File: config.mk
export PLATFORM = sky130hd
export DESIGN_NAME = orb_frame_sequencer_flat
export DESIGN_NICKNAME = d
export VERILOG_FILES = /design/src/rtl/orb_frame_sequencer_if.sv /design/src/rtl/orb_frame_sequencer.sv /design/src/flat_wrapper.sv
export SDC_FILE = /design/constraint.sdc
export NUM_CORES = 1
export LEC_CHECK = 0
export CORE_MARGIN = 10
export CORE_UTILIZATION = 55
export DETAILED_ROUTE_END_ITERATION = 12
export DONT_BUFFER_PORTS = 1
export PLACE_DENSITY = 0.72
export SYNTH_ARGS = -nofsm -noshare
export SYNTH_HDL_FRONTEND = slang
export SYNTH_SLANG_ARGS = --single-unit
File: constraint.sdc
create_clock -name axi_Mclk -period 5.1 [get_ports axi_Mclk]
set_clock_uncertainty 0.15 [all_clocks]
set_input_delay 0.51 -clock axi_Mclk [delete_from_list [all_inputs] [get_ports axi_Mclk]]
set_output_delay 0.51 -clock axi_Mclk [all_outputs]
set_load 0.1 [all_outputs]
File: src/rtl/orb_frame_sequencer_if.sv
// Pixel stream bundle (AXI4-Stream subset) shared by the input and output ports of the sequencer.
interface orb_frame_sequencer_if #(
  parameter int unsigned DW = 32
) ();
  logic [DW-1:0] data;
  logic          valid;
  logic          ready;
  logic          last;

  modport master (output data, output valid, output last, input ready);
  modport slave  (input data, input valid, input last, output ready);
endinterface

File: src/rtl/orb_frame_sequencer.sv
// Frame sequencer around an external fixed-latency ORB core: flushes the core, streams one frame
// through it, drains the pipeline and raises a completion pulse.
module orb_frame_sequencer #(
  parameter int unsigned H_ACTIVE = 720,
  parameter int unsigned V_ACTIVE = 480,
  parameter int unsigned CORE_LAT = 4,
  parameter int unsigned DW       = 32
) (
  input  logic                  axi_Mclk,
  input  logic                  reset,
  input  logic                  start,
  input  logic                  abort,
  orb_frame_sequencer_if.slave  s_axis,
  orb_frame_sequencer_if.master m_axis,
  output logic                  core_rst,
  output logic                  core_ce,
  output logic [DW-1:0]         core_din,
  input  logic [DW-1:0]         core_dout,
  output logic [9:0]            hs_cnt,
  output logic [9:0]            vs_cnt,
  output logic                  frame_done,
  output logic                  busy,
  output logic                  line_err,
  output logic [2:0]            state
);

  localparam int unsigned Total = H_ACTIVE * V_ACTIVE;
  localparam int unsigned OutW  = (Total > 1) ? $clog2(Total) : 1;
  localparam logic [9:0]      HLast     = 10'(H_ACTIVE - 1);
  localparam logic [9:0]      VLast     = 10'(V_ACTIVE - 1);
  localparam logic [OutW-1:0] OutLast   = OutW'(Total - 1);
  localparam logic [4:0]      FlushLast = 5'(CORE_LAT + 1);

  typedef enum logic [2:0] {
    StIdle  = 3'd0,
    StFlush = 3'd1,
    StRun   = 3'd2,
    StDrain = 3'd3,
    StDone  = 3'd4
  } state_e;

  state_e              state_q, state_d;
  logic [4:0]          flush_q, flush_d;
  logic [9:0]          hs_q, hs_d, vs_q, vs_d;
  logic [CORE_LAT-1:0] inflight_q, inflight_d;
  logic [OutW-1:0]     out_cnt_q, out_cnt_d;
  logic                line_err_q, line_err_d;

  logic in_run, in_drain, m_valid, out_ok, in_fire, out_fire, line_end, frame_end;

  assign in_run   = (state_q == StRun);
  assign in_drain = (state_q == StDrain);

  // The MSB of the in-flight register tracks whether the core output slot holds a real pixel.
  assign m_valid  = (in_run || in_drain) && inflight_q[CORE_LAT-1];
  assign out_ok   = !m_valid || m_axis.ready;
  assign in_fire  = s_axis.valid && s_axis.ready;
  assign out_fire = m_valid && m_axis.ready;
  assign line_end  = (hs_q == HLast);
  assign frame_end = line_end && (vs_q == VLast);

  assign s_axis.ready = in_run && out_ok;
  assign m_axis.valid = m_valid;
  assign m_axis.data  = core_dout;
  assign m_axis.last  = m_valid && (out_cnt_q == OutLast);

  assign core_ce  = (in_run && s_axis.valid && out_ok) || (in_drain && out_ok);
  assign core_din = in_run ? s_axis.data : '0;
  assign core_rst = !(in_run || in_drain);

  assign hs_cnt   = hs_q;
  assign vs_cnt   = vs_q;
  assign busy     = (state_q != StIdle);
  assign line_err = line_err_q;
  assign state    = state_q;

  always_comb begin
    state_d    = state_q;
    flush_d    = flush_q;
    hs_d       = hs_q;
    vs_d       = vs_q;
    inflight_d = inflight_q;
    out_cnt_d  = out_cnt_q;
    line_err_d = line_err_q;
    frame_done = 1'b0;

    if (core_ce) begin
      inflight_d = (inflight_q << 1) | CORE_LAT'(in_run && s_axis.valid);
    end
    if (out_fire) begin
      out_cnt_d = out_cnt_q + OutW'(1);
    end

    unique case (state_q)
      StIdle: begin
        if (start && !abort) begin
          state_d    = StFlush;
          flush_d    = '0;
          hs_d       = '0;
          vs_d       = '0;
          inflight_d = '0;
          out_cnt_d  = '0;
          line_err_d = 1'b0;
        end
      end
      StFlush: begin
        if (flush_q == FlushLast) begin
          state_d = StRun;
        end else begin
          flush_d = flush_q + 5'd1;
        end
      end
      StRun: begin
        if (in_fire) begin
          if (s_axis.last != line_end) begin
            line_err_d = 1'b1;
          end
          // Counters freeze on the final pixel so they still report its position while draining.
          if (frame_end) begin
            state_d = StDrain;
          end else if (line_end) begin
            hs_d = '0;
            vs_d = vs_q + 10'd1;
          end else begin
            hs_d = hs_q + 10'd1;
          end
        end
      end
      StDrain: begin
        if (out_fire && (out_cnt_q == OutLast)) begin
          state_d = StDone;
        end
      end
      StDone: begin
        frame_done = 1'b1;
        state_d    = StIdle;
      end
      default: state_d = StIdle;
    endcase

    if (abort && (state_q == StFlush || in_run || in_drain)) begin
      state_d    = StIdle;
      inflight_d = '0;
    end
  end

  always_ff @(posedge axi_Mclk) begin
    if (reset) begin
      state_q    <= StIdle;
      flush_q    <= '0;
      hs_q       <= '0;
      vs_q       <= '0;
      inflight_q <= '0;
      out_cnt_q  <= '0;
      line_err_q <= 1'b0;
    end else begin
      state_q    <= state_d;
      flush_q    <= flush_d;
      hs_q       <= hs_d;
      vs_q       <= vs_d;
      inflight_q <= inflight_d;
      out_cnt_q  <= out_cnt_d;
      line_err_q <= line_err_d;
    end
  end

endmodule

File: src/flat_wrapper.sv
// flat-port wrapper written by rule: the top's interface ports become plain ports
module orb_frame_sequencer_flat 
#(
  parameter int unsigned H_ACTIVE = 720,
  parameter int unsigned V_ACTIVE = 480,
  parameter int unsigned CORE_LAT = 4,
  parameter int unsigned DW       = 32
)
  (axi_Mclk, reset, start, abort, core_rst, core_ce, core_din, core_dout, hs_cnt, vs_cnt, frame_done, busy, line_err, state, s_axis_data, s_axis_valid, s_axis_last, s_axis_ready, m_axis_data, m_axis_valid, m_axis_last, m_axis_ready);
  orb_frame_sequencer_if #(.DW(DW)) s_axis_i ();
  orb_frame_sequencer_if #(.DW(DW)) m_axis_i ();
  input  logic axi_Mclk;
  input  logic reset;
  input  logic start;
  input  logic abort;
  output logic core_rst;
  output logic core_ce;
  output logic [DW-1:0] core_din;
  input  logic [DW-1:0] core_dout;
  output logic [9:0] hs_cnt;
  output logic [9:0] vs_cnt;
  output logic frame_done;
  output logic busy;
  output logic line_err;
  output logic [2:0] state;
  input wire logic [$bits(s_axis_i.data)-1:0] s_axis_data;
  input wire logic [$bits(s_axis_i.valid)-1:0] s_axis_valid;
  input wire logic [$bits(s_axis_i.last)-1:0] s_axis_last;
  output wire logic [$bits(s_axis_i.ready)-1:0] s_axis_ready;
  output wire logic [$bits(m_axis_i.data)-1:0] m_axis_data;
  output wire logic [$bits(m_axis_i.valid)-1:0] m_axis_valid;
  output wire logic [$bits(m_axis_i.last)-1:0] m_axis_last;
  input wire logic [$bits(m_axis_i.ready)-1:0] m_axis_ready;
  assign s_axis_i.data = s_axis_data;
  assign s_axis_i.valid = s_axis_valid;
  assign s_axis_i.last = s_axis_last;
  assign s_axis_ready = s_axis_i.ready;
  assign m_axis_data = m_axis_i.data;
  assign m_axis_valid = m_axis_i.valid;
  assign m_axis_last = m_axis_i.last;
  assign m_axis_i.ready = m_axis_ready;
  orb_frame_sequencer #(.H_ACTIVE(H_ACTIVE), .V_ACTIVE(V_ACTIVE), .CORE_LAT(CORE_LAT), .DW(DW)) u_core (.axi_Mclk(axi_Mclk), .reset(reset), .start(start), .abort(abort), .s_axis(s_axis_i), .m_axis(m_axis_i), .core_rst(core_rst), .core_ce(core_ce), .core_din(core_din), .core_dout(core_dout), .hs_cnt(hs_cnt), .vs_cnt(vs_cnt), .frame_done(frame_done), .busy(busy), .line_err(line_err), .state(state));
endmodule
==> impl_results.md <==
- Power share of the combinational group: 4.6%
- Count of cells along the worst register-to-register path: 5
- # setup viols final: 0
- Final TNS setup: 0 ps
- Max-capacitance violation count: 0
- Ports placed on the boundary: 166
- Post-synthesis cell type with the largest combined area: sky130_fd_sc_hd__dfxtp_1
- Via count of the first global-routing pass: 2712
- Root buffer cell: sky130_fd_sc_hd__clkbuf_8
- Post-synth design cell area: 3160 um^2
- Ordered cell list for the critical path: or3b_1, nor3_2, a31oi_1, inv_1
- Resized Gates After CTS: 0
- Setup repair after global routing missed its margin: false
- Effective utilization at floorplan: 57.1%
- Standard-cell rows: 27
- Share of Yosys cell area claimed by the top area cell type: 32.9%
- CTS Buffer Depth: 2
- Total wire length: 8590 um
- Beginning of the worst hold path: reset
- Fin crit share: 67.0%
- CP arrival: 2760 ps
- Post-CTS Hold Fix Bufs: 0
- Fraction of layout cells with a size suffix above 1: 9.40%
- Launching element type of the critical path: flip-flop
- Worst r2r src: u_core.hs_cnt[9]
- Most used flip-flop cell after synthesis: sky130_fd_sc_hd__dfxtp_1
- Worst path slowest cell: sky130_fd_sc_hd__inv_1
- Post-layout net count: 458
- H-tree depth reported by CTS: 2
- Residual DRC: 0
- Largest incremental delay on the critical path: 710 ps
- Pwr Density: 223 nW/um^2
- Cell family with most CP delay: simple AND/OR/NAND/NOR gates
- Die area: 9190 um^2
- Layout overhead on the synthesized area: 2.29%
- Synthesized net count: 480
- Syn. warnings: 0
- Power Total: 0.723 mW
- Number of buffer and inverter stages on the critical path: 1
- Actual slew at the worst max-slew pin: 1130 ps
- Clock tree from TritonCTS: done
- Final number of max-transition violations: 0
- Worst max-slew margin expressed relative to the limit: 24.3%
- Worst-Skew Late Latency: 310 ps
- Leading post-synthesis cells by instance count: sky130_fd_sc_hd__dfxtp_1 (52), sky130_fd_sc_hd__nor2_1 (48), sky130_fd_sc_hd__and2_1 (33), sky130_fd_sc_hd__nand2_1 (33), sky130_fd_sc_hd__buf_4 (32)
- Number of sinks driven by the clock tree: 52
- Cell area after placement: 3130 um^2
- Setup crit end kind: output port
- Gate count after technology mapping: 404
- Clk network pwr share: 39.1%
- Outcome: complete, no violations
- Share of synthesized area occupied by flip-flops and latches: 32.9%
- Placed wire-length estimate after detailed placement: 6620 um
- Async set or reset register ratio after synthesis: 0%
- Average vias per placed instance: 6.10
- First-pass detailed-route iteration total: 4
- Worst reg2reg setup slack: 1960 ps
- Crit path kind: reg2out
- Most repeated cell in the gate-level netlist after synthesis: sky130_fd_sc_hd__dfxtp_1
- Largest net degree at the start of global routing: 44
- N_diodes: 0
- Switching fraction of total power: 22.5%
- Number of buffers created by CTS: 5
- Clk pin slew, worst setup/hold paths: 100 ps
- Drt first-iter violations: 144
- Vias: 2777
- Placed Cells: 447
- Number of nets with antenna violations after routing: 0
- Required time of the worst setup path: 4440 ps
- Count of input and output buffers: 0
- Final Instance Area: 3240 um^2
- Max VDD drop: 0.114 mV
- Maximum fanout along the worst path: 13
- Postcts setup bufs: 0
- Final core utilization: 58.4%
- Minimum period implied by the final worst setup slack: 3420 ps
- FF+latch count, synth: 52
- Global-route wire length before repair: 13700 um
- Wire length per cell after detailed routing: 18.9 um
- Total net switching power: 0.163 mW
- Synthesized area per cell: 7.83 um^2
- GR Util All Layers: 18.4%
- Number of enable-type register cells in the synthesized netlist: 0
- Fmax: 292 MHz
- Die outline height: 95.9 um
- Reg power frac: 56.3%
- Endpoint of the lowest-slack register-to-register path: u_core.vs_cnt[3]
- Min-Delay Endpoint: u_core.flush_q[1]
- Count of final hold-check violations: 0
- Cell internal pwr: 0.560 mW
- Worst hold-check path type: in2reg
- Number of antenna violations at the first check in global routing: 2
- Synth unique cells: 52
- Grt ovf: 0
- Cell count of the worst hold path: 1
- Ranking of synthesized cells by area: sky130_fd_sc_hd__dfxtp_1 (33%), sky130_fd_sc_hd__buf_4 (7.6%), sky130_fd_sc_hd__and2_1 (6.5%)
- Final GP Congestion: 0.835
- Horizontal die dimension: 95.9 um
- Static leakage: 1.16 nW
- Non-filler cells, final: 455
- Floorplan core area: 5540 um^2
[layer usage]
metal	share of wire (%)	global-route usage, %	wire [um]	up-vias
li1	-	-	-	1346
met1	39	21.3	3340	1266
met2	47	30.7	4050	145
met3	12	7.47	995	20
met4	2.4	5.53	202	0
met5	0	0	0	-
[placed cells by master (no fill, tap or decap), types with 3 or more instances in the layout]
| cell | instances |
|---|---|
| sky130_fd_sc_hd__and2_1 | 33 |
| sky130_fd_sc_hd__a31oi_1 | 5 |
| sky130_fd_sc_hd__nor3_1 | 7 |
| sky130_fd_sc_hd__a21oi_1 | 21 |
| sky130_fd_sc_hd__and4_1 | 4 |
| sky130_fd_sc_hd__inv_1 | 7 |
| sky130_fd_sc_hd__ha_1 | 5 |
| sky130_fd_sc_hd__a311oi_1 | 5 |
| sky130_fd_sc_hd__dfxtp_1 | 52 |
| sky130_fd_sc_hd__xor2_1 | 19 |
| sky130_fd_sc_hd__o21ai_0 | 13 |
| sky130_fd_sc_hd__clkbuf_8 | 5 |
| sky130_fd_sc_hd__nor2b_1 | 3 |
| sky130_fd_sc_hd__xnor2_1 | 3 |
| sky130_fd_sc_hd__nor2_1 | 47 |
| sky130_fd_sc_hd__nand3_1 | 19 |
| sky130_fd_sc_hd__or3_1 | 9 |
| sky130_fd_sc_hd__buf_4 | 18 |
| sky130_fd_sc_hd__nor4bb_1 | 4 |
| sky130_fd_sc_hd__nand4_1 | 14 |
| sky130_fd_sc_hd__mux2i_1 | 4 |
| sky130_fd_sc_hd__nand2b_1 | 3 |
| sky130_fd_sc_hd__nand2_1 | 33 |
| sky130_fd_sc_hd__and3_1 | 5 |
| sky130_fd_sc_hd__nor4_1 | 6 |
[worst reg2reg max path, cell delays in order (launching register included)]
cell	delay (ps)
sky130_fd_sc_hd__dfxtp_1	1000
sky130_fd_sc_hd__or4b_4	600
sky130_fd_sc_hd__nor3_4	510
sky130_fd_sc_hd__nand3_1	270
sky130_fd_sc_hd__or3b_1	420
sky130_fd_sc_hd__a21oi_1	140
[through the flow]
stage                     hold slack (ps)  setup slack, ps
after floorplan                       303              676
after global placement                318             2060
after detailed placement              322             2000
after CTS                             111             1670
after global routing                 94.7             1490
final                                 111             1680
[sequential cells by signal, indices dropped and copies added, names as in the netlist]
signal,flops
u_core.inflight_q,4
u_core.out_cnt_q,19
u_core.line_err,1
u_core.vs_cnt,10
u_core.state,3
u_core.flush_q,5
u_core.hs_cnt,10
[cell families after synthesis]
logic type,after synthesis,synth area share [%]
and+or+nand+nor,201,34.2
AOI/OAI and AO/OA,64,12.8
buffers and inverters,55,10.4
DFF,52,32.9
xor gates and xnor gates,22,6.09
muxes,5,1.62
adders and majority gates,5,1.98
[power by group through the flow]
stage / Combinational [mW] / Clock, mW / Sequential (mW)
2_1_floorplan: 0.142 / 0 / 0.420
3_3_place_gp: 0.0326 / 0 / 0.416
3_5_place_dp: 0.0327 / 0 / 0.416
4_1_cts: 0.0328 / 0.288 / 0.407
5_1_grt: 0.0357 / 0.303 / 0.407
6_report: 0.0330 / 0.283 / 0.407
[worst max path at each step]
stage,startpoint,to,slack (ps),cells after the start
after global placement,u_core.hs_cnt[9],u_core.vs_cnt[3],2060,5
after global routing,u_core.state[2],core_ce,1490,4
final,u_core.state[2],core_ce,1680,4
after detailed placement,u_core.hs_cnt[9],u_core.vs_cnt[3],2000,5
after CTS,u_core.state[2],core_ce,1670,4
after floorplan,u_core.state[1],m_axis_last,680,4
[cell type report]
cell class / instances / area, um^2
fillers: 531 / 2300
multi-input cells: 297 / 1810
flip-flops and latches: 52 / 1040
repair buffers: 19 / 163
well taps: 72 / 90.1
clock buffers: 5 / 68.8
clock inverters: 3 / 42.5
inverters: 7 / 26.3
Power figures use the tool's default switching activity.
==> RTL edit 1: new RTL, same flow settings <==
`H_ACTIVE` is set to 720 in 2 places; all go to 180.
--- a/src/rtl/orb_frame_sequencer.sv
+++ b/src/rtl/orb_frame_sequencer.sv
@@ -2,5 +2,5 @@
 // through it, drains the pipeline and raises a completion pulse.
 module orb_frame_sequencer #(
-  parameter int unsigned H_ACTIVE = 720,
+  parameter int unsigned H_ACTIVE = 180,
   parameter int unsigned V_ACTIVE = 480,
   parameter int unsigned CORE_LAT = 4,
--- a/src/flat_wrapper.sv
+++ b/src/flat_wrapper.sv
@@ -2,5 +2,5 @@
 module orb_frame_sequencer_flat 
 #(
-  parameter int unsigned H_ACTIVE = 720,
+  parameter int unsigned H_ACTIVE = 180,
   parameter int unsigned V_ACTIVE = 480,
   parameter int unsigned CORE_LAT = 4,
Behaviour: no difference found for any inputs over 10 cycles, from zero or initial values and one cycle with reset high; that may be too few to reach the edited logic, so the function may still have changed.
==> RTL edit 1 against the original RTL <==
Setup slack lost 0.049 ns; combinational power down 5%; clock power down 6%; utilization fell by 1.0 points; synthesized area down 5.5%; power fell by 4.7%; register-to-register slack better by 0.12 ns; die area shrank 4.4%; sequential cell count is 2 lower; wire length decreased by 12%; cell area fell by 7.7%.
==> RTL edit 1: results (changes against the original RTL) <==
clock_network:
  clk_pin_slew_ns: 0.09
  clkLatencyLatePin_ns: 0.31  # about the same
  cts_max_level: 2  # unchanged
  cts.repair.resized: 0  # unchanged
  post_cts_buffers: 0  # unchanged
  max-clock-path-buffers: 2  # unchanged
  cts_buffers: 5  # unchanged
  ctsRootBufferMaster: "clkbuf_8"
yosys:
  synth-async-reset-ratio_pct: 0  # unchanged
  synth_nets: 449  # -6.5%
  synth-main-ff-cell: "dfxtp_1"
  synthDistinctLibCells: 47  # -9.6%
  synth_common_cells: "50 x dfxtp_1, 50 x nor2_1, 34 x and2_1, 34 x buf_4"
  ys_warn_count: 0  # unchanged
  synthTopCellsByArea: "dfxtp_1 33%, buf_4 8.5%, and2_1 7.1%, nor2_1 6.3%, xor2_1 4.4%"
  yosysSeqAreaShare_pct: 33.5  # +0.59 points
finish:
  regMostFlops: "u_core.out_cnt_q"
  layout-drive-gt1-share_pct: 8.62  # -0.78 points
  nets: 423  # -7.6%
  diodes: 0  # unchanged
  largest_reg_flops: 17  # -2
  fill_cells: 495  # -6.8%
grt:
  antenna_found_initial: 0  # -2
  groute.usage.overall_pct: 16.9  # -1.5 points
  grt_max_degree: 34  # -23%
  grt_pass1_wl_mm: 12.4  # -9.3%
route:
  firstDrtPassIters: 4  # unchanged
  routed_wl_mm: 7.56  # -12%
  vias: 2520  # -9.3%
  drtIter0Drc: 95  # -34%
pwr:
  p_leak_nw: 1.08  # -7.0%
  switching_power_mw: 0.154  # -5.7%
  vdd_drop_max_uv: 136  # +19%
sta:
  relSlewSlack_pct: 18.4  # -6.0 points
placed_design:
  portBuffers: 0  # unchanged
  placed_cell_area_mm2: 0.00288  # -8.0%
  gp_congestion: 0.811  # -2.9%
  dpl.hpwl_mm: 5.93  # -10%
critical_path:
  arrival_ns: 2.81  # +0.05 ns
  crit_fanout: 33  # +20
worst_hold_path:
  min_path_type: "in -> reg"
run_status:
  status: "complete, no violations"
## RTL edit 1: final timing paths
| kind | endpoint | depth (start not counted) | start | slack [ns] |
|---|---|---|---|---|
| worst max register to register | u_core.inflight_q[2]$_SDFF_PP0_ | 7 | u_core.state[1]$_SDFFE_PP0P_ | 2.08 |
| worst min register to register | u_core.out_cnt_q[1]$_SDFF_PP0_ | 2 | u_core.out_cnt_q[1]$_SDFF_PP0_ | 0.34 |
| worst min-delay path | u_core.hs_cnt[1]$_SDFFE_PP0P_ | 1 | reset | 0.11 |
| worst max-delay path | core_din[5] | 3 | u_core.state[0]$_SDFFE_PP0P_ | 1.63 |
## RTL edit 1: routing by layer
metal | share of wire (%) | track usage, %
met1 | 43 | 21.8
met2 | 47 | 25.8
met3 | 9.0 | 6.39
met4 | 0.81 | 4.30
met5 | 0 | 0
## RTL edit 1: logic make-up (layout without fill, tap and decap cells)
kind of cell	count (synthesis)	after routing	synth area share [%]
multiplexers	5	5	1.67
adder cells (fa/ha/maj)	5	5	2.09
buffers and inverters	50	25	10.5
AND/OR/NAND/NOR	185	185	33.7
AO/OA/AOI/OAI	59	59	12.9
flip-flops	50	50	33.5
XOR/XNOR	19	19	5.57
## RTL edit 1: layout make-up
type / count / area, µm² / share of cell area [%]
clock buffer: 8 / 110 / 3.69
inverter: 6 / 22.5 / 0.754
multi-input combinational: 273 / 1680 / 56.3
sequential: 50 / 1000 / 33.5
tap: 70 / 87.6 / 2.93
timing repair buffer: 11 / 82.6 / 2.76
## RTL edit 1: metrics by stage
| step | std cells | hold WS, ns | util (%) | worst slack (ns) |
|---|---|---|---|---|
| floorplan | 373 | 0.303 | - | 1.60 |
| global placement | 410 | 0.315 | 55.3 | 2.01 |
| detailed placement | 410 | 0.324 | 55.3 | 1.93 |
| CTS | 418 | 0.108 | 57.4 | 1.59 |
| global route | 418 | 0.102 | 57.4 | 1.39 |
| finish | 418 | 0.114 | 57.4 | 1.63 |
## RTL edit 1: worst max-delay path, cell delays in order (launching register included)
cell,delay (ns)
dfxtp_1,0.30
buf_4,0.26
nor3b_2,1.01
and2_1,0.91
## RTL edit 1: power by group through the flow
stage	Combinational, mW	Sequential [mW]	Clock, mW
3_5_place_dp	0.0312	0.400	0
5_1_grt	0.0349	0.391	0.293
2_1_floorplan	0.141	0.405	0
4_1_cts	0.0314	0.391	0.275
3_3_place_gp	0.0309	0.400	0
6_report	0.0313	0.391	0.266
==> RTL edit 2: new RTL, same flow settings <==
Made on the original files. One comparison of `out_cnt_q` changes from == to >=.
--- a/src/rtl/orb_frame_sequencer.sv
+++ b/src/rtl/orb_frame_sequencer.sv
@@ -128,5 +128,5 @@
       end
       StDrain: begin
-        if (out_fire && (out_cnt_q == OutLast)) begin
+        if (out_fire && (out_cnt_q >= OutLast)) begin
           state_d = StDone;
         end
Check against the original RTL: no difference found for any inputs over 10 cycles, from zero or initial values and one cycle with reset high; that may be too few to reach the edited logic, so the function may still have changed.
==> RTL edit 2 against the original RTL <==
Cell area grew 2.0%; die area is 1.7% lower; power increased by 1.2%; synthesized area down 2.1%; sequential cell count is the same; largest power group unchanged; largest cell class unchanged; non-clock buffer count up 22; utilization grew 1.9 points; via count fell by 6.8%; register-to-register slack got worse by 0.02 ns; count of clock-buffer cells in the layout unchanged; wire length decreased by 4.7%; setup slack improved by 0.17 ns.
==> RTL edit 2: results (changes against the original RTL) <==
yosys:
  synthCells: 375  # -7.2%
  synthTopCellsByArea: "dfxtp_1 34%, buf_4 8.2%, and2_1 7.9%, xor2_1 6.5%, nor2_1 5.2%"
  yosysSeqAreaShare_pct: 33.6  # +0.70 points
  synth_nets: 451  # -6.0%
  synthDistinctLibCells: 45  # -13%
  synth_common_cells: "52 x dfxtp_1, 43 x nor2_1, 39 x and2_1"
grt:
  grt_pass1_vias: 2402  # -11%
  groute.usage.overall_pct: 17.0  # -1.5 points
  grt_max_degree: 33  # -25%
  grt_pass1_wl_mm: 12.3  # -11%
  antenna_found_initial: 1  # -1
critical_path:
  arrival_ns: 2.59  # -0.17 ns
  crit_start: "u_core.state[1]$_SDFFE_PP0P_"
  rrSetupSlack_ns: 1.94  # -0.02 ns
  worstRegToRegCells: 6  # +1
  r2r-end: "u_core.vs_cnt[9]$_SDFFE_PP0P_"
  crit_fanout: 16  # +3
  cpPeakStageDelay_ns: 0.70
  r2r_start: "u_core.state[0]$_SDFFE_PP0P_"
  cp_slowest_cell: "nor3b_2"
placed_design:
  post-place-ws_ns: 1.97  # -0.0312 ns
  placed_cells: 440  # -1.6%
  dpl.hpwl_mm: 6.54  # -1.2%
  placed_cell_area_mm2: 0.00320  # +2.4%
  gp_congestion: 0.888  # +6.3%
sta:
  finalWorstSetupSlack_ns: 1.85  # +0.165 ns
  hold_ws_ns: 0.129  # +0.0175 ns
  worst_slew_pin_slew_ns: 1.16  # +0.0243 ns
finish:
  area_delta_synth_final_pct: 6.62
  fill_cells: 490  # -7.7%
  layout-drive-gt1-share_pct: 15.2  # +5.8 points
worst_hold_path:
  hold_depth: 1  # unchanged
  worst_hold_startpoint: "reset"
route:
  firstDrtPassIters: 4  # unchanged
  wl_per_cell_um: 18.3  # -3.2%
  drtIter0Drc: 103  # -28%
  via_per_inst: 5.78  # -5.3%
  vias: 2588  # -6.8%
pwr:
  vdd_drop_max_uv: 166  # +46%
  p_leak_nw: 1.31  # +13%
run_status:
  status: "complete, no violations"
-- RTL edit 2: cell types whose count changed in the layout (fill, tap and decap cells not counted), moves of 5 or more --
cell	unedited run	this run
a21oi_1	21	12
buf_4	18	40
a311oi_1	5	0
nor2_1	47	42
o21ai_0	13	8
nand2_1	33	17
xnor2_1	3	9
and2_1	33	39
-- RTL edit 2: worst max-delay path, delay by kind of cell (launching register included) --
kind | cells | cell delay, ns
buf+inv | 3 | 0.70
flops | 1 | 0.33
simple gates | 3 | 1.26
-- RTL edit 2: logic make-up (layout without fill, tap and decap cells) --
| family | after synthesis | count (layout) | synth area share, % |
|---|---|---|---|
| DFF | 52 | 52 | 33.6 |
| and+or+nand+nor | 192 | 192 | 34.8 |
| adders and majority gates | 5 | 5 | 2.02 |
| xor gates and xnor gates | 32 | 32 | 9.05 |
| AOI/OAI and AO/OA | 34 | 34 | 7.43 |
| muxes | 6 | 6 | 1.94 |
| other | 0 | 2 | 0 |
| buffers and inverters | 54 | 53 | 11.2 |
-- RTL edit 2: cell type report --
cell class | instances | area share [%]
inverter | 6 | 0.682
multi-input combinational | 269 | 52.0
sequential | 52 | 31.5
antenna | 2 | 0.152
clock buffer | 5 | 2.08
clock inverter | 1 | 0.909
timing repair buffer | 41 | 9.92
tap | 72 | 2.73
-- RTL edit 2: routing by layer --
metal	vias to the layer above	global-route usage, %	wire [µm]
li1	1263	-	-
met1	1220	18.4	3270
met2	85	30.4	4150
met3	20	5.03	571
met4	0	6.61	189
met5	-	0	0
-- RTL edit 2: report_power, final --
group	switching (mW)	internal, mW	leakage [nW]
clock network	0.125	0.141	0.0501
registers	0.0149	0.409	0.419
logic	0.0305	0.0111	0.837
